## config.mk

```make
export PLATFORM = sky130hd
export DESIGN_NAME = time_set_ctrl
export DESIGN_NICKNAME = d
export VERILOG_FILES = /design/src/rtl/time_set_ctrl.sv
export SDC_FILE = /design/constraint.sdc
export NUM_CORES = 1
export LEC_CHECK = 0
export BUFFER_PORTS_ARGS = -buffer_cell sky130_fd_sc_hd__buf_2
export CORE_MARGIN = 4
export CORE_UTILIZATION = 55
export DETAILED_ROUTE_END_ITERATION = 12
export PLACE_DENSITY = 0.76
export SYNTH_ARGS = -nofsm -noshare
export SYNTH_HDL_FRONTEND = slang
export SYNTH_SLANG_ARGS = --single-unit
```

## constraint.sdc

```tcl
create_clock -name clk -period 2.2 [get_ports clk]
set_input_delay 0.22 -clock clk [delete_from_list [all_inputs] [get_ports clk]]
set_output_delay 0.22 -clock clk [all_outputs]
set_load 0.01 [all_outputs]
```

## src/rtl/time_set_ctrl.sv

```systemverilog
// Front-panel time-entry controller: debounces three keys, edits an hh:mm:ss BCD
// working copy field by field, and issues a one-cycle commit strobe.
module time_set_ctrl #(
  parameter int DB_CYC      = 50000,
  parameter int TIMEOUT_CYC = 500000000
) (
  input  logic       clk,
  input  logic       rst_n,
  input  logic       key_mode,
  input  logic       key_inc,
  input  logic       key_ok,
  output logic [3:0] set_sec_ge,
  output logic [3:0] set_sec_shi,
  output logic [3:0] set_min_ge,
  output logic [3:0] set_min_shi,
  output logic [3:0] set_hour_ge,
  output logic [3:0] set_hour_shi,
  output logic       set_time_finish,
  output logic       editing,
  output logic [2:0] edit_field
);

  localparam int DBW = $clog2(DB_CYC);
  localparam int TOW = $clog2(TIMEOUT_CYC);
  localparam logic [DBW-1:0] DB_MAX = DBW'(DB_CYC - 1);
  localparam logic [TOW-1:0] TO_MAX = TOW'(TIMEOUT_CYC - 1);

  typedef enum logic [2:0] {
    ST_IDLE   = 3'd0,
    ST_EDIT_H = 3'd1,
    ST_EDIT_M = 3'd2,
    ST_EDIT_S = 3'd3,
    ST_COMMIT = 3'd4
  } state_t;

  // BCD hour increment with 23 -> 00 wrap.
  function automatic logic [7:0] inc_hour(input logic [7:0] v);
    logic [7:0] r;
    if (v == 8'h23) r = 8'h00;
    else if (v[3:0] == 4'd9) r = {v[7:4] + 4'd1, 4'd0};
    else r = {v[7:4], v[3:0] + 4'd1};
    return r;
  endfunction

  // BCD minute/second increment with 59 -> 00 wrap.
  function automatic logic [7:0] inc_ms(input logic [7:0] v);
    logic [7:0] r;
    if (v[3:0] == 4'd9) r = {((v[7:4] == 4'd5) ? 4'd0 : v[7:4] + 4'd1), 4'd0};
    else r = {v[7:4], v[3:0] + 4'd1};
    return r;
  endfunction

  // Key bit order: [2]=ok, [1]=mode, [0]=inc.
  logic [2:0]     raw_s;
  logic [2:0]     sync1_r, sync2_r, db_r, db_d_r, press_r;
  logic [DBW-1:0] db_cnt_r [3];

  assign raw_s = {key_ok, key_mode, key_inc};

  // Synchronize, debounce and turn debounced rising edges into press pulses.
  always_ff @(posedge clk) begin
    if (!rst_n) begin
      sync1_r <= 3'b000;
      sync2_r <= 3'b000;
      db_r    <= 3'b000;
      db_d_r  <= 3'b000;
      press_r <= 3'b000;
      for (int k = 0; k < 3; k++) db_cnt_r[k] <= '0;
    end else begin
      sync1_r <= raw_s;
      sync2_r <= sync1_r;
      db_d_r  <= db_r;
      press_r <= db_r & ~db_d_r;
      for (int k = 0; k < 3; k++) begin
        if (sync2_r[k] == db_r[k]) begin
          db_cnt_r[k] <= '0;
        end else if (db_cnt_r[k] == DB_MAX) begin
          db_r[k]     <= sync2_r[k];
          db_cnt_r[k] <= '0;
        end else begin
          db_cnt_r[k] <= db_cnt_r[k] + DBW'(1);
        end
      end
    end
  end

  logic   ok_ev_s, mode_ev_s, inc_ev_s, any_ev_s, is_edit_s, timeout_s;
  logic   next_editing_s;
  logic [2:0] next_field_s;
  state_t state_r, next_state_s;
  logic [TOW-1:0] to_cnt_r;
  logic [7:0] hour_r, min_r, sec_r, sh_hour_r, sh_min_r, sh_sec_r;

  assign ok_ev_s   = press_r[2];
  assign mode_ev_s = press_r[1] & ~press_r[2];
  assign inc_ev_s  = press_r[0] & ~press_r[1] & ~press_r[2];
  assign any_ev_s  = |press_r;
  assign is_edit_s = (state_r == ST_EDIT_H) || (state_r == ST_EDIT_M) || (state_r == ST_EDIT_S);
  // A press in the same cycle as expiry keeps the edit alive.
  assign timeout_s = is_edit_s && (to_cnt_r == TO_MAX) && !any_ev_s;

  // Next-state and registered-output decode.
  always_comb begin
    next_state_s   = state_r;
    next_editing_s = 1'b0;
    next_field_s   = 3'b000;
    case (state_r)
      ST_IDLE: begin
        if (mode_ev_s) next_state_s = ST_EDIT_H;
        else next_state_s = ST_IDLE;
      end
      ST_EDIT_H, ST_EDIT_M, ST_EDIT_S: begin
        if (ok_ev_s) begin
          next_state_s = ST_COMMIT;
        end else if (mode_ev_s) begin
          if (state_r == ST_EDIT_H) next_state_s = ST_EDIT_M;
          else if (state_r == ST_EDIT_M) next_state_s = ST_EDIT_S;
          else next_state_s = ST_EDIT_H;
        end else if (timeout_s) begin
          next_state_s = ST_IDLE;
        end else begin
          next_state_s = state_r;
        end
      end
      ST_COMMIT: next_state_s = ST_IDLE;
      default:   next_state_s = ST_IDLE;
    endcase
    case (next_state_s)
      ST_EDIT_H: begin next_editing_s = 1'b1; next_field_s = 3'b100; end
      ST_EDIT_M: begin next_editing_s = 1'b1; next_field_s = 3'b010; end
      ST_EDIT_S: begin next_editing_s = 1'b1; next_field_s = 3'b001; end
      default:   begin next_editing_s = 1'b0; next_field_s = 3'b000; end
    endcase
  end

  // State register and registered status outputs.
  always_ff @(posedge clk) begin
    if (!rst_n) begin
      state_r         <= ST_IDLE;
      editing         <= 1'b0;
      edit_field      <= 3'b000;
      set_time_finish <= 1'b0;
    end else begin
      state_r         <= next_state_s;
      editing         <= next_editing_s;
      edit_field      <= next_field_s;
      set_time_finish <= (next_state_s == ST_COMMIT);
    end
  end

  // Saturating idle counter for abandoning an edit.
  always_ff @(posedge clk) begin
    if (!rst_n) to_cnt_r <= '0;
    else if (!is_edit_s || any_ev_s) to_cnt_r <= '0;
    else if (to_cnt_r != TO_MAX) to_cnt_r <= to_cnt_r + TOW'(1);
    else to_cnt_r <= to_cnt_r;
  end

  // Working copy edits and shadow snapshot/revert.
  always_ff @(posedge clk) begin
    if (!rst_n) begin
      hour_r <= 8'h12; min_r <= 8'h00; sec_r <= 8'h00;
      sh_hour_r <= 8'h12; sh_min_r <= 8'h00; sh_sec_r <= 8'h00;
    end else begin
      case (state_r)
        ST_IDLE: begin
          if (mode_ev_s) begin
            sh_hour_r <= hour_r; sh_min_r <= min_r; sh_sec_r <= sec_r;
          end
        end
        ST_EDIT_H, ST_EDIT_M, ST_EDIT_S: begin
          if (inc_ev_s) begin
            if (state_r == ST_EDIT_H) hour_r <= inc_hour(hour_r);
            else if (state_r == ST_EDIT_M) min_r <= inc_ms(min_r);
            else sec_r <= inc_ms(sec_r);
          end else if (timeout_s) begin
            hour_r <= sh_hour_r; min_r <= sh_min_r; sec_r <= sh_sec_r;
          end
        end
        ST_COMMIT: begin
          sh_hour_r <= hour_r; sh_min_r <= min_r; sh_sec_r <= sec_r;
        end
        default: begin
          hour_r <= sh_hour_r; min_r <= sh_min_r; sec_r <= sh_sec_r;
        end
      endcase
    end
  end

  assign {set_hour_shi, set_hour_ge} = hour_r;
  assign {set_min_shi, set_min_ge}   = min_r;
  assign {set_sec_shi, set_sec_ge}   = sec_r;

endmodule

```

==> Yosys cells after proc, flatten, opt, wreduce, memory -nomap -nowiden <==
Memories as Yosys holds them, arrays and structs flattened.
Index checks and enable logic that the tools add are counted.
{ "word_totals": {"elab_cells": 186, "output_inout_bits": 29, "mem_bits_rw": 48, "memories": 1, "inputBits": 5, "regBits": 100} }
{ "op_classes": {"n_addsub": 10, "eq_ne": 31, "bitwise_logic": 21, "reduce_logical": 24, "muxes": 78} }
{ "mem_list": {"columns": ["name", "depth", "word_bits", "read_ports", "rd_clocked_by_memory_dff", "wr", "line", "text"], "rows": [
  ["db_cnt_r", 3, 16, 3, 0, 3, "56", "logic [DBW-1:0] db_cnt_r [3];"]
]} }
{ "op_table": {"columns": ["cell", "count"], "rows": [
  ["$mux W16", 9],
  ["$mux W8", 18],
  ["$pmux W8 S2", 6],
  ["$add A16 B1 Y16 const B", 3],
  ["$eq A16 B16 Y1 const B", 3],
  ["$mux W1", 36],
  ["$add A29 B1 Y29 const B", 1],
  ["$eq A29 B29 Y1 const B", 1],
  ["$ne A29 B29 Y1 const B", 1],
  ["$add A4 B1 Y4 const B", 6],
  ["$ne A3 B3 Y1 const B", 7],
  ["$eq A3 B2 Y1 const B", 4],
  ["$eq A4 B4 Y1 const B", 3],
  ["$reduce_and A4 Y1", 3],
  ["$reduce_and A5 Y1", 2],
  ["$mux W3", 3],
  ["$or A1 B1 Y1", 9],
  ["$pmux W3 S3", 1],
  ["$reduce_or A3 Y1", 3],
  ["$eq A4 B3 Y1 const B", 2],
  ["$eq A8 B6 Y1 const B", 1],
  ["$mux W4", 2],
  ["$reduce_and A2 Y1", 4],
  ["$not A1 Y1", 7],
  ["other kinds (17)", 29]
]} }

==> Longest topological paths before layout <==
Gate-level depths: netlist of run 1.
{ "logic_depth": {"word_depth": 12, "mapped_depth": 9, "depth_no_buf": 8} }

==> Least setup slack after synthesis of run 1 <==
OpenSTA, ideal clock, no wires.
{ "synth_path": {"path_kind": "register to register", "start": "register press_r[0]", "end": "register hour_r[6]", "n_path_buf": 1, "period_less_slack_ns": 2.276, "slack_ns": -0.076, "required_ns": 2.140, "t_arrival_ns": 2.216, "stages_incl_launch_ff": 8, "setup_ns": 0.060, "path_cell_list": "dfxtp_1 -> or3b_1 -> or3_1 -> buf_2 -> or3_4 -> or3b_1 -> a21oi_1 -> a32o_2"} }
{ "synth_via": {"elab_chain_len": 5, "elab_cells_between_ends": 11, "cone_classes": "eq/ne: 3; mux: 2; bitwise: 2; reduce/logical: 4"} }
{ "synth_rtl": {"columns": ["item", "line", "text"], "rows": [
  ["start, declared", "55", "logic [2:0] sync1_r, sync2_r, db_r, db_d_r, press_r;"],
  ["start signal, assigned", "73", "press_r <= db_r & ~db_d_r;"],
  ["$reduce_or A3 Y1", "97", "assign any_ev_s = |press_r;"],
  ["$logic_not A1 Y1", "100", "assign timeout_s = is_edit_s && (to_cnt_r == TO_MAX) && !any_ev_s;"],
  ["$logic_and A1 B1 Y1", "100", null],
  ["$ne A3 B3 Y1 (no line)", null, null],
  ["$reduce_and A4 Y1 (no line)", null, null],
  ["end signal, assigned", "173", "if (state_r == ST_EDIT_H) hour_r <= inc_hour(hour_r);"],
  ["end signal, assigned", "177", "hour_r <= sh_hour_r; min_r <= sh_min_r; sec_r <= sh_sec_r;"],
  ["end signal, assigned", "184", "hour_r <= sh_hour_r; min_r <= sh_min_r; sec_r <= sh_sec_r;"],
  ["end, declared", "92", "logic [7:0] hour_r, min_r, sec_r, sh_hour_r, sh_min_r, sh_sec_r;"]
]} }
Parallel ways exist; a longest one is shown, timed or not.
A chain may end at the register's enable or synchronous reset.

==> Worst setup path in the final report of run 1 <==
{ "layout_path": {"start": "register press_r[1]", "end": "register hour_r[6]"} }
{ "layout_via": {"elab_chain_len": 5, "elab_cells_between_ends": 12, "cone_classes": "eq/ne: 3; mux: 2; bitwise: 3; reduce/logical: 4"} }
{ "layout_rtl": {"columns": ["item", "line"], "rows": [
  ["$not A1 Y1 or $reduce_or A3 Y1 (tied branches)", "96, 97"],
  ["$and A1 B1 Y1 or $logic_not A1 Y1 (tied branches)", "96, 100"],
  ["$and A1 B1 Y1 or $logic_and A1 B1 Y1 (tied branches)", "96, 100"],
  ["$ne A4 B4 Y1 (no line) (tied with other cells)", null],
  ["$reduce_and A4 Y1 (no line) or $pmux W8 S2 (tied branches)", null]
]} }
Parallel ways exist; a longest one is shown, timed or not.

==> results.txt, run 1 <==
Fin cells = 1,063
Area growth, synth to finish = 19.0%
Post-DP HPWL = 9.78 mm
Ys flop type = dfxtp_1
Via count = 5,763
Synth area leader = dfxtp_1
Antenna Violating Nets Remaining = 0
Pin count of the biggest net entering global routing = 48
Flops & latches, synth = 148
Wire per inst = 13.7 um
# DRC = 0
Design area = 0.00829 mm2
Post-Syn Area = 0.00697 mm2
Synth async-reset ratio = 0%
Die area = 0.0145 mm2
Initial antenna violation count = 0
Power Density = 737 mW/mm2
Overall Global Routing Usage = 21.1%
Slowest stage delay, CP = 400 ps
Final setup fails = 0
Post-synth top area share = 28.7%
Worst min path class = in -> reg
Final worst path period share = 97.3%
Top Ports = 34
Vias in the first global route = 5,616
CTS tree = built
Outcome = complete, no violations
Synthesized area per cell = 8.88 um2
H-Tree Depth = 4
Leakage power = 3.05 nW
Req. time, crit path = 2560 ps
Worst Clk Skew = 7.87 ps
Sequential cell area = 0.00344 mm2
Routed wire length = 14.6 mm
Core box area = 0.0122 mm2
Yosys cell types = 57
Worst slew margin = 60.8%
Yosys warns = 0
RSZ-0062 raised after global routing = false
First-pass GRT wire length = 25.4 mm
Max-slew violation count = 0
First-pass DRT Iterations = 5
Max VDD drop = 0.598 mV
Die width = 121 um
Max Cap Viol = 0
DR iter-0 viols = 448
Diodes inserted = 0
# fillers = 998
CTS sink cnt = 148
Clk_lat worst skew = 420 ps
Clk root buf = clkbuf_16
Placed Area = 0.00761 mm2
Synth top cells by count = nor2_1 (120), nand2_1 (103), dfxtp_1 (100), a21oi_1 (60), edfxtp_1 (48)
Startpoint Class = flip-flop
Row count = 40
Final hold vios = 0
CP arrival = 2500 ps
Clock period minus final worst setup slack = 2140 ps
Clk buf depth = 2
Num CTS Buffers = 17
Die height = 121 um
Total global routing overflow = 0
Layout cells sized above 1 = 11.7%
Multi-input logic area = 0.00353 mm2
Starting density of the core = 57.1%
CP Max Fanout = 3
CP Class = reg -> reg
Setup crit end kind = flip-flop
Port bufs = 33
Ranking of synthesized cells by area = dfxtp_1 (29%), edfxtp_1 (21%), nor2_1 (6.5%)
Worst-path cell chain = or3b_4 -> or3_4 -> or3_4 -> or3b_4 -> a21oi_2 -> a32o_2
Seq/Total Area, Yosys = 49.4%
Vias per cell = 5.42
Placer Congestion = 0.823
Worst-path clk slew = 60 ps
Post-Syn Instances = 785
Nets = 899
Top-count cell post-synth = nor2_1
Critical path's slowest cell = or3b_4
Placed Instances = 1,029
Fmax = 467 MHz
Number of synthesized flops with an enable pin = 48
Worst slew pin tran = 584 ps
==> metrics by stage <==
stage | setup WS [ps] | utilization (%) | setup TNS, ps | hold WS, ps | power [W]
after global placement | 48.5 | 62.3 | 0 | 380 | 0.00306
after floorplan | -14.8 | - | -14.8 | 347 | 0.00304
after CTS | 14.6 | 67.6 | 0 | 10.2 | 0.00615
final | 60.4 | 67.9 | 0 | 22.6 | 0.00611
after global routing | 2.84 | 67.9 | 0 | 27.6 | 0.00632
after detailed placement | -31.7 | 62.3 | -31.7 | 364 | 0.00307
==> registers in the layout, summed over array words and instances, names as in the netlist <==
signal	flops
press_r	3
sh_min_r	8
sync1_r	3
sh_hour_r	8
sync2_r	3
hour_r	8
sh_sec_r	8
db_cnt_r	48
to_cnt_r	29
editing	1
sec_r	8
min_r	8
set_time_finish	1
state_r	3
edit_field	3
db_r	3
db_d_r	3
==> repair_timing <==
action,4_1_cts,5_1_grt
pin swaps,0,3
hold endpoints to repair,0,0
buffers inserted,0,2
hold buffers,0,0
gates resized for setup,1,8
endpoints found under the setup margin,1,8
==> placed cells by master, fill, tap and decap left out, types with 6 or more instances in the layout <==
master,n
and3_1,11
dfxtp_1,99
nand2_1,103
edfxtp_1,48
buf_4,29
clkbuf_16,18
o31ai_1,6
buf_2,33
and2_1,10
a211oi_1,11
nor3_1,22
mux2i_1,6
inv_1,22
ha_1,12
nor4_1,9
o21ai_0,12
or3_1,8
nor2_1,120
nand4_1,17
conb_1,48
a21oi_1,59
xnor2_1,33
nand3_1,40
xor2_1,38
==> cell families after synthesis <==
logic type | Yosys count | share of synthesized area (%)
flops | 148 | 49.4
xor+xnor | 71 | 8.92
fa+ha+maj | 12 | 2.15
other cells | 1 | 0.0538
buf+inv | 54 | 2.93
mux | 6 | 0.861
simple gates | 369 | 24.7
compound gates | 124 | 11.0
==> where the power goes <==
group / total [W] / switching, W / internal, W / leakage, nW
logic: 0.000111 / 0.0000714 / 0.0000400 / 1.44
clock network: 0.00309 / 0.00112 / 0.00197 / 0.308
registers: 0.00290 / 0.0000426 / 0.00286 / 1.30
total: 0.00611 / 0.00123 / 0.00488 / 3.05
==> worst paths after layout <==
| path | start | to | slack, ps | cells after the start |
|---|---|---|---|---|
| max reg2reg | press_r[1] | hour_r[6] | 60 | 6 |
| min reg2reg | db_d_r[1] | press_r[1] | 380 | 1 |
| min | key_ok | sync1_r[2] | 20 | 2 |
| max | press_r[1] | hour_r[6] | 60 | 6 |
==> final cells by class <==
type	instances	share of cell area, %
timing repair buffer	63	4.80
inverter	22	0.996
clock buffer	21	5.57
multi-input combinational	630	42.5
sequential	148	41.5
tap	168	2.53
clock inverter	11	2.05
==> layer usage <==
layer / wire length, um / vias up / track usage [%]
met5: 0 / - / 0
met4: 160 / 0 / 7.01
li1: - / 2889 / -
met1: 6560 / 2700 / 26.7
met2: 7140 / 155 / 35.6
met3: 716 / 19 / 5.00
==> worst max-delay path, delay by kind of cell (launching register included) <==
family	cells	cell delay (ps)
flip-flops	1	310
AO/OA/AOI/OAI	2	240
AND/OR/NAND/NOR	4	1530
No activity file was read; power rests on OpenSTA's default activity.
==> inputs of run 2 (changes only) <==
Settings changed: BUFFER_PORTS_ARGS -buffer_cell sky130_fd_sc_hd__buf_2 to -buffer_cell sky130_fd_sc_hd__clkbuf_2.
==> run 2 against run 1 <==
  * Sequential power barely moved
  * Hold slack got worse by 4.0 ps
  * Final area decreased by 0.42%
  * Largest cell class unchanged
  * Flip-flop and latch count is the same
  * Combinational power hardly changed
  * Setup slack worse by 4.0 ps
  * Clock skew up 3.1 ps
  * First-iteration DRC count is 8.7% lower
  * Cell count is essentially flat
==> results.txt, run 2 (same netlist as run 1, synthesis figures left out) <==
Outcome = complete, no violations
Worst slew pin tran = 626 ps
Vias per cell = 5.41
Grt met2 use = 35.0%
Vias in the first global route = 5,453
H-Tree Depth = 4
Top Ports = 34
Post-CTS Hold Buffers = 0
Die height = 121 um
Most flops, register = db_cnt_r
Port bufs = 33
Worst slew margin = 58.0%
Met1 usage = 27.2%
Clk buf depth = 2
Area growth, synth to finish = 18.4%
Starting density of the core = 57.1%
Req. time, crit path = 2560 ps
Overall Global Routing Usage = 21.0%
Worst reg2reg startpoint = press_r[1]
Layout cells sized above 1 = 11.5%
Wire per inst = 13.8 um
CP arrival = 2500 ps
Most common cell after layout, fill and taps aside = nor2_1
CTS tree = built
Startpoint Class = flip-flop
R2R Path End = hour_r[6]
Die area = 0.0145 mm2
GR Util met3 = 5.14%
Diodes inserted = 0
Most frequent cells in the layout = nor2_1 (120), nand2_1 (103), dfxtp_1 (99)
Row count = 40
Fmax = 467 MHz
Via count = 5,749
Crit. Startpoint = press_r[1]
Leakage power = 3.01 nW
Max reg flops = 48
Max VDD drop = 0.854 mV
Power Density = 716 mW/mm2
Min-Delay Path Depth = 2
First-pass GRT wire length = 24.9 mm
Max-slew violation count = 0
Core box area = 0.0122 mm2
Reg2reg path depth = 6
# DRC = 0
Max Cap Viol = 0
Worst min path class = in -> reg
Antenna Violating Nets Remaining = 0
Hold endpoint = sync1_r[0]
Post-DP HPWL = 9.96 mm
Setup crit end kind = flip-flop
Final hold vios = 0
Die width = 121 um
R2r setup slk = 60 ps
Clock period minus final worst setup slack = 2140 ps
Utilization after layout = 67.6%
First-pass DRT Iterations = 5
Placer Congestion = 0.841
DR iter-0 viols = 409
CTS sink cnt = 148
Final worst path period share = 97.4%
Initial antenna violation count = 0
Worst Clk Skew = 11.0 ps
# fillers = 996
Pin count of the biggest net entering global routing = 48
Top Usage Layer GRT = met2
Total global routing overflow = 0
Routed wire length = 14.7 mm
Num CTS Buffers = 17
Clk_lat worst skew = 420 ps
CP Class = reg -> reg
Clk root buf = clkbuf_16
CP Max Fanout = 5
Nets = 898
Hold_sp = key_inc
Largest regs = db_cnt_r (48), to_cnt_r (29)
Final setup fails = 0
Final Total Pwr = 0.00591 W
Worst-path clk slew = 60 ps
[run 2: per-stage QoR]
step / TNS, ps / setup slack [ps] / cell area [um2] / std cells / hold slack, ps
4_1_cts: 0 / 25.0 / 8210 / 1061 / 6.94
2_1_floorplan: -14.8 / -14.8 / 7160 / 832 / 347
3_5_place_dp: -19.4 / -19.4 / 7610 / 1029 / 373
3_3_place_gp: 0 / 74.9 / 7610 / 1029 / 379
6_report: 0 / 56.5 / 8260 / 1062 / 18.7
5_1_grt: -8.64 / -4.52 / 8260 / 1062 / 3.14
[run 2: final cells by class]
cell class              count  area, um2  share of cell area (%)
repair buffers             62        395                    4.79
clock buffers              25        498                    6.03
well taps                 168        210                    2.55
flip-flops and latches    148       3440                    41.7
inverters                  22       82.6                    1.00
multi-input cells         630       3530                    42.8
clock inverters             7       96.3                    1.17
[run 2: worst max-delay path by stage]
stage / to / slack (ps) / cells after the start
floorplan: hour_r[6] / -10 / 7
global placement: sec_r[7] / 70 / 7
detailed placement: sec_r[7] / -20 / 7
CTS: hour_r[6] / 30 / 6
global route: sec_r[2] / -5 / 7
finish: hour_r[6] / 60 / 6
[run 2: repair_timing]
action | CTS | global route
pin swaps | 0 | 2
buffers inserted | 0 | 1
gates resized for setup | 1 | 9
setup endpoints to repair | 2 | 5
endpoints found under the hold margin | 0 | 0
[run 2: power breakdown]
part           internal, W  switching, W  total (W)
Combinational    0.0000400     0.0000719   0.000112
Clock              0.00181       0.00109    0.00289
Sequential         0.00286     0.0000428    0.00291
[run 2: worst max-delay path, stage by stage, from the launching register on]
cell,delay (ps)
dfxtp_1,310
or3b_1,400
or3_4,370
or3_4,370
or3b_1,390
a21oi_2,120
a32o_2,130
[run 2: per-layer routing]
metal / vias up / wire, um
li1: 2879 / -
met1: 2745 / 6790
met2: 112 / 7210
met3: 13 / 556
met4: 0 / 136
met5: - / 0
